$ cat src/rtl/spi_ram_ctrl.sv
// -----------------------------------------------------------------------------
// spi_ram_ctrl
//
// Purpose:
//   Single-port RAM controller behind an SPI slave datapath. Each received word
//   is {cmd, payload}. The controller keeps separate write and read pointers,
//   writes memory, and returns read data through a one-entry valid/ready output
//   slot. A read that finds the slot full with no consumer is dropped and sets
//   a sticky overrun flag.
//
//   cmd 2'b00 : wr_ptr <= payload[ADDR_W-1:0]
//   cmd 2'b01 : mem[wr_ptr] <= payload (dropped if wr_ptr >= MEM_DEPTH)
//   cmd 2'b10 : rd_ptr <= payload[ADDR_W-1:0]
//   cmd 2'b11 : read mem[rd_ptr] into the output slot (0 if out of range)
//
// Optional feature (macro SPI_RAM_AUTOINC_EN):
//   When defined, wr_ptr advances after every cmd 01 (including writes dropped
//   as out of range) and rd_ptr advances after every accepted cmd 11. Pointers
//   wrap from MEM_DEPTH-1 to 0, and an out-of-range pointer also goes to 0.
//   When undefined, pointers change only on cmd 00/10.
//
// Parameters:
//   DATA_W    payload / memory word width
//   ADDR_W    pointer width (ADDR_W <= DATA_W)
//   MEM_DEPTH number of words (MEM_DEPTH <= 2**ADDR_W, any value)
//
// Ports:
//   clk       in   1         clock, rising edge
//   rst_n     in   1         asynchronous active-low reset
//   rx_valid  in   1         din carries a command this cycle
//   din       in   DATA_W+2  {cmd[1:0], payload[DATA_W-1:0]}
//   tx_ready  in   1         consumer accepts dout this cycle
//   tx_valid  out  1         dout holds read data (registered)
//   dout      out  DATA_W    read data (registered)
//   overrun   out  1         sticky: a read was dropped (cleared by reset only)
// -----------------------------------------------------------------------------
module spi_ram_ctrl #(
  parameter int DATA_W    = 8,
  parameter int ADDR_W    = 8,
  parameter int MEM_DEPTH = 256
) (
  input  logic              clk,
  input  logic              rst_n,
  input  logic              rx_valid,
  input  logic [DATA_W+1:0] din,
  input  logic              tx_ready,
  output logic              tx_valid,
  output logic [DATA_W-1:0] dout,
  output logic              overrun
);

  // Index width actually needed by the storage array; in-range pointers
  // always fit, so the pointer can be truncated to this width safely.
  localparam int IDX_W = (MEM_DEPTH > 1) ? $clog2(MEM_DEPTH) : 1;
  localparam logic [31:0] DEPTH_L = 32'(MEM_DEPTH);
  localparam logic [31:0] LAST_L  = 32'(MEM_DEPTH - 1);

  localparam logic [1:0] CMD_WPTR  = 2'b00;
  localparam logic [1:0] CMD_WRITE = 2'b01;
  localparam logic [1:0] CMD_RPTR  = 2'b10;
  localparam logic [1:0] CMD_READ  = 2'b11;

  typedef enum logic [0:0] {
    ST_EMPTY = 1'b0,
    ST_FULL  = 1'b1
  } state_e;

  // Pointer lies inside the physical array.
  function automatic logic in_range(input logic [ADDR_W-1:0] ptr);
    return (32'(ptr) < DEPTH_L);
  endfunction

  // Pointer increment with wrap at MEM_DEPTH-1; out-of-range also goes to 0.
  function automatic logic [ADDR_W-1:0] next_ptr(input logic [ADDR_W-1:0] ptr);
    logic [ADDR_W-1:0] nxt;
    if (32'(ptr) >= LAST_L) begin
      nxt = {ADDR_W{1'b0}};
    end else begin
      nxt = ptr + ADDR_W'(1'b1);
    end
    return nxt;
  endfunction

  state_e              state_q, state_d;
  logic [ADDR_W-1:0]   wr_ptr_q, wr_ptr_d;
  logic [ADDR_W-1:0]   rd_ptr_q, rd_ptr_d;
  logic [DATA_W-1:0]   dout_q, dout_d;
  logic                tx_valid_q, tx_valid_d;
  logic                overrun_q, overrun_d;

  // Storage is deliberately not reset: contents survive rst_n.
  logic [DATA_W-1:0]   mem_q [0:MEM_DEPTH-1];

  logic [1:0]          cmd_s;
  logic [DATA_W-1:0]   payload_s;
  logic                mem_we_s;
  logic                rd_req_s;
  logic                rd_accept_s;
  logic [DATA_W-1:0]   rd_data_s;

  // Command decode, output-slot state machine and pointer next-state logic.
  always_comb begin
    state_d    = state_q;
    wr_ptr_d   = wr_ptr_q;
    rd_ptr_d   = rd_ptr_q;
    dout_d     = dout_q;
    tx_valid_d = tx_valid_q;
    overrun_d  = overrun_q;

    cmd_s     = din[DATA_W+1:DATA_W];
    payload_s = din[DATA_W-1:0];

    mem_we_s = rx_valid && (cmd_s == CMD_WRITE) && in_range(wr_ptr_q);
    rd_req_s = rx_valid && (cmd_s == CMD_READ);
    // A read is taken if the slot is empty or is being emptied this edge.
    rd_accept_s = rd_req_s && ((state_q == ST_EMPTY) || tx_ready);

    if (in_range(rd_ptr_q)) begin
      rd_data_s = mem_q[rd_ptr_q[IDX_W-1:0]];
    end else begin
      rd_data_s = {DATA_W{1'b0}};
    end

    case (state_q)
      ST_EMPTY: begin
        if (rd_accept_s) begin
          state_d    = ST_FULL;
          dout_d     = rd_data_s;
          tx_valid_d = 1'b1;
        end else begin
          tx_valid_d = 1'b0;
        end
      end
      ST_FULL: begin
        if (rd_accept_s) begin
          // Slot retired and refilled on the same edge.
          dout_d     = rd_data_s;
          tx_valid_d = 1'b1;
        end else if (tx_ready) begin
          state_d    = ST_EMPTY;
          tx_valid_d = 1'b0;
        end else if (rd_req_s) begin
          // Slot held and consumer stalled: read is lost, data stays put.
          overrun_d = 1'b1;
        end else begin
          tx_valid_d = 1'b1;
        end
      end
      default: begin
        state_d    = ST_EMPTY;
        tx_valid_d = 1'b0;
      end
    endcase

    if (rx_valid) begin
      case (cmd_s)
        CMD_WPTR: begin
          wr_ptr_d = payload_s[ADDR_W-1:0];
        end
        CMD_WRITE: begin
`ifdef SPI_RAM_AUTOINC_EN
          wr_ptr_d = next_ptr(wr_ptr_q);
`else
          wr_ptr_d = wr_ptr_q;
`endif
        end
        CMD_RPTR: begin
          rd_ptr_d = payload_s[ADDR_W-1:0];
        end
        CMD_READ: begin
`ifdef SPI_RAM_AUTOINC_EN
          if (rd_accept_s) begin
            rd_ptr_d = next_ptr(rd_ptr_q);
          end else begin
            rd_ptr_d = rd_ptr_q;
          end
`else
          rd_ptr_d = rd_ptr_q;
`endif
        end
        default: begin
          wr_ptr_d = wr_ptr_q;
          rd_ptr_d = rd_ptr_q;
        end
      endcase
    end else begin
      wr_ptr_d = wr_ptr_q;
      rd_ptr_d = rd_ptr_q;
    end
  end

  // Control state, pointers and registered outputs.
  always_ff @(posedge clk or negedge rst_n) begin
    if (!rst_n) begin
      state_q    <= ST_EMPTY;
      wr_ptr_q   <= {ADDR_W{1'b0}};
      rd_ptr_q   <= {ADDR_W{1'b0}};
      dout_q     <= {DATA_W{1'b0}};
      tx_valid_q <= 1'b0;
      overrun_q  <= 1'b0;
    end else begin
      state_q    <= state_d;
      wr_ptr_q   <= wr_ptr_d;
      rd_ptr_q   <= rd_ptr_d;
      dout_q     <= dout_d;
      tx_valid_q <= tx_valid_d;
      overrun_q  <= overrun_d;
    end
  end

  // Memory write port; suppressed while reset is asserted.
  always_ff @(posedge clk) begin
    if (mem_we_s && rst_n) begin
      mem_q[wr_ptr_q[IDX_W-1:0]] <= payload_s;
    end
  end

  assign tx_valid = tx_valid_q;
  assign dout     = dout_q;
  assign overrun  = overrun_q;

endmodule
$ cat config.mk
export PLATFORM = sky130hd
export DESIGN_NAME = spi_ram_ctrl
export DESIGN_NICKNAME = d
export VERILOG_FILES = /design/src/rtl/spi_ram_ctrl.sv
export SDC_FILE = /design/constraint.sdc
export NUM_CORES = 2
export LEC_CHECK = 0
export CORE_UTILIZATION = 65
export CTS_CLUSTER_DIAMETER = 30
export DETAILED_ROUTE_END_ITERATION = 16
export PLACE_DENSITY = 0.78
export SYNTH_ARGS = -nofsm -noshare
export SYNTH_HDL_FRONTEND = slang
export SYNTH_SLANG_ARGS = --single-unit
$ cat constraint.sdc
create_clock -name clk -period 4.2 [get_ports clk]
set_input_delay 0.63 -clock clk [delete_from_list [all_inputs] [get_ports clk]]
set_output_delay 0.63 -clock clk [all_outputs]
set_load 0.01 [all_outputs]
# Word level (Yosys, flattened, before mapping)
# Memories as Yosys holds them, arrays and structs flattened. A register that Yosys moved wholly into a read port is not among the register bits.
# Index checks and enable logic that the tools add are counted.
[word_totals]
reg_bits = 19
mem_bits_rw = 2048
input_bits = 14
out_inout_bits = 10
elab_cells = 33
mem_count = 1
[mem_list]
columns = ["memory", "depth", "width", "rd", "rd_ports_with_merged_regs", "wr", "line_no", "source"]
rows = [
  ["mem_q", 256, 8, 1, 1, 1, "92", "logic [DATA_W-1:0] mem_q [0:MEM_DEPTH-1];"],
]
[op_classes]
n_eq_ne = 4
mux = 10
bitwise_logic = 3
reduce_logical = 10
[ops]
columns = ["operator", "count"]
rows = [
  ["2-to-1 mux 1 bit", 8],
  ["== test 2 bit (second input constant)", 2],
  ["logical AND 1 bit", 4],
  ["inequality test 4 x 3 -> 1 bit (second input constant)", 1],
  ["one-hot mux 1 bit (2 select lines)", 2],
  ["AND reduction 2 bit", 2],
  ["AND reduction 4 bit", 1],
  ["inverter 1 bit", 3],
  ["== test 2 x 1 -> 1 bit (second input constant)", 1],
  ["zero test 2 bit", 1],
  ["zero test 1 bit", 1],
  ["logical OR 1 bit", 1],
]

# Longest topological paths before layout
[depth]
ltp_word = 6
ltp_mapped = 13
depth_no_buf = 7

# Worst setup path after synthesis
# OpenSTA, ideal clock, no wires.
[synth_timing]
path_type = "in2reg"
startpoint = "in din[9]"
endpoint = "mem mem_q[104][0], enable pin"
setup_ns = 0.370
t_arrival_ns = 2.225
required_time_ns = 3.830
slack_ns = 1.605
path_stages = 6
n_path_buf = 3
cell_sequence = "and4b_1 > clkbuf_1 > clkbuf_1 > nand3_1 > clkbuf_1 > nor2_1"
[synth_via]
elab_chain_len = 5
[synth_lines]
columns = ["item", "line_no", "source"]
rows = [
  ["start: declaration", "45", "input logic [DATA_W+1:0] din,"],
  ["== test 2 x 1 -> 1 bit", "113", "mem_we_s = rx_valid && (cmd_s == CMD_WRITE) && in_range(wr_ptr_q);"],
  ["logical AND 1 bit", "113", ""],
  ["logical AND 1 bit", "213", "if (mem_we_s && rst_n) begin"],
  ["2-to-1 mux 1 bit", "213", ""],
  ["2-to-1 mux 1 bit (implied by the code)", "214", "mem_q[wr_ptr_q[IDX_W-1:0]] <= payload_s;"],
  ["end: declaration", "92", ""],
]
# Every way passes these cells.

==> metrics.txt <==
CTS tree=built; synthesized area per cell=19.9 µm²; clock slew at reported path FFs=0.05 ns; Longest Clk Path Bufs=4; GRT Util Overall=36.7%; sequential area share after synthesis=76.8%; largest family of logic cells by synthesized area=multiplexers; top post-synthesis cells by area=edfxtp_1, mux4_2, mux2i_1; per-cell routed wire length=35.6 µm; Ys Warns=0; synthesized area=81000 µm²; PortBufs=23; vias in the first global route=46678; R2R Setup Slk=-0.10 ns; worst-path fanout max=25; clock skew=0.0744 ns; Main synth FF type=edfxtp_1; Synth Area in Compound Gates=3.55%; final std cells w/o fill=6441; Core ar.=124000 µm²; Root Driver=clkbuf_16; TritonCTS buffer count=362; Initial Utilization=65.5%; post-synth top area share=76.0%; fmax=232 MHz; crit share post-route=102%; share of cells above drive strength 1=27.3%; Post-Synth Simple-Gate Area=3.17%; Final nets=4532; minimum clock period=4.30 ns; die area=126000 µm²; P_leak=0.0321 µW; post-synthesis mux area share=14.5%; RSZ-0062 raised after global routing=no; chip height=355 µm; Area Overhead vs Synth=19.3%; DRC viols=0; Slew headroom=14.4%; status=finished, violations left; Max-cap violations=0; Final HPWL DP=126 mm; Tightest Pin Transition=1.25 ns; FFs w/ async S/R, synth=1.30%; xor-xnor portion of the synthesized cell area=0%; Crit Path Class=reg -> reg; CP Launch Type=flip-flop; Worst EP arrival=5.15 ns; crit path from=rd_ptr_q[4]; Fin. Hold Viols=0; largest net degree at the start of global routing=158; post-synthesis adder-cell area fraction=0%; Post-Route WL=229 mm; site row count=129; failing checks=setup timing; leading area contributor after synthesis=edfxtp_1; post-synthesis cell type count=60; total setup buffers inserted after CTS=0; final hold slack=0.131 ns; worst hold path type=in -> reg; Cell Count Post-Placement=5790; H-tree level count=5; HP Start=din[2]; count leader, synth=edfxtp_1; First-pass DRT Iterations=7; clock latency on the worst-skew pair=0.94 ns; Setup-failing EPs final=1; EDFF count, synth=2048; GRT overflow=0; worst setup margin=-0.104 ns; Clock Sinks=2075; via count=46004; #FFs+latches synth=2075; post-synthesis cell count=4059; Routed Antenna Nets=0; PwrDens=610 nW/µm²; first-pass GRT wire length=328 mm; Slew Limit Fails=0; # IOs=24; worst vdd ir=0.000566 V; crit end category=flip-flop; GP Congestion=0.946; Synth Net Count=4073; setup TNS=-0.104 ns; DRT iter0 DRCs=7913; top post-synthesis cells by count=edfxtp_1, mux2i_1, mux4_2; Via-to-Cell Ratio=7.14; Die X-Extent=355 µm; FF-to-FF Start=rd_ptr_q[4]; CP Data Required Time=5.05 ns; initial antenna violation count=13
==> worst paths after layout <==
path | endpoint | depth (start not counted)
setup / recovery | dout[1] | 8
hold / removal | mem_q[230][2] | 1
setup reg to reg | dout[1] | 8
hold reg to reg | rd_ptr_q[7] | 1
max in group asynchronous | rd_ptr_q[4] | 3
min in group asynchronous | wr_ptr_q[7] | 3
==> state kept, by name, indices dropped and copies added, names as in the netlist <==
signal and cells:
tx_valid 1, overrun 1, wr_ptr_q 8, rd_ptr_q 8
mem_q 2048, dout 8, state_q 1
==> through the flow <==
step	utilization [%]	instance area [µm²]	setup slack, ns	total power [µW]
floorplan	-	81000	1.61	27300
global placement	68.3	84500	0.397	29500
detailed placement	68.3	84500	0.390	29600
CTS	78.1	96600	0.428	58800
global route	78.1	96600	0.0916	60000
finish	78.1	96600	-0.104	59000
==> worst max-delay path, cell delays in order (launching register included) <==
cell	delay [ns]
dfrtp_4	0.60
buf_4	0.46
nand3b_1	0.72
o22ai_1	0.62
a211oi_1	0.13
o21ai_0	0.34
nand3_1	0.15
nor4_1	0.98
a211o_1	0.21
==> cell type report <==
class,count,area [µm²]
Sequential cell,2075,62200
Fill cell,5796,27000
Multi-Input combinational cell,1730,17200
Clock buffer,388,9240
Timing Repair Buffer,344,3020
Clock inverter,260,2870
Tap cell,1637,2050
Inverter,5,21.3
Antenna cell,2,5.00
==> repair_timing <==
item                      CTS  global route
resized for setup           0             0
hold buffers                1             0
hold endpoints to repair   27             0
==> cell families after synthesis <==
group	Yosys count
flip-flops	2075
multiplexers	725
AND/OR/NAND/NOR	584
AO/OA/AOI/OAI	421
buffers and inverters	254
==> per-layer routing <==
layer / global-route usage (%) / up-vias / share of wire (%)
met4: 17.5 / 16 / 5.4
met5: 0 / - / 0.047
met3: 11.5 / 821 / 14
met2: 56.6 / 4079 / 47
met1: 48.4 / 23303 / 34
li1: - / 17785 / -
==> layout by cell type (no fill, tap or decap), types with 28 or more instances in the layout <==
cell | netlist | routed
edfxtp_1 | 2048 | 2048
clkbuf_16 | 0 | 366
mux2i_1 | 352 | 352
mux4_2 | 338 | 338
buf_4 | 25 | 292
nor2_1 | 276 | 272
nand2_1 | 144 | 144
o22ai_1 | 122 | 122
nand3_1 | 64 | 64
a21oi_1 | 64 | 64
o221ai_1 | 58 | 58
inv_6 | 0 | 57
o21ai_0 | 49 | 49
clkinv_2 | 0 | 48
bufinv_16 | 0 | 43
clkinv_4 | 0 | 40
a22oi_1 | 38 | 38
a211oi_1 | 35 | 35
clkinvlp_4 | 0 | 34
clkinv_1 | 0 | 28
buf_12 | 10 | 28
==> power by group <==
group | internal, µW | switching, µW | leakage (µW)
Combinational | 2420 | 4090 | 0.00755
Clock | 18700 | 10600 | 0.00587
Sequential | 22900 | 274 | 0.0187
Total | 44000 | 14900 | 0.0321
Note: power is estimated with default switching activity, not from simulation.
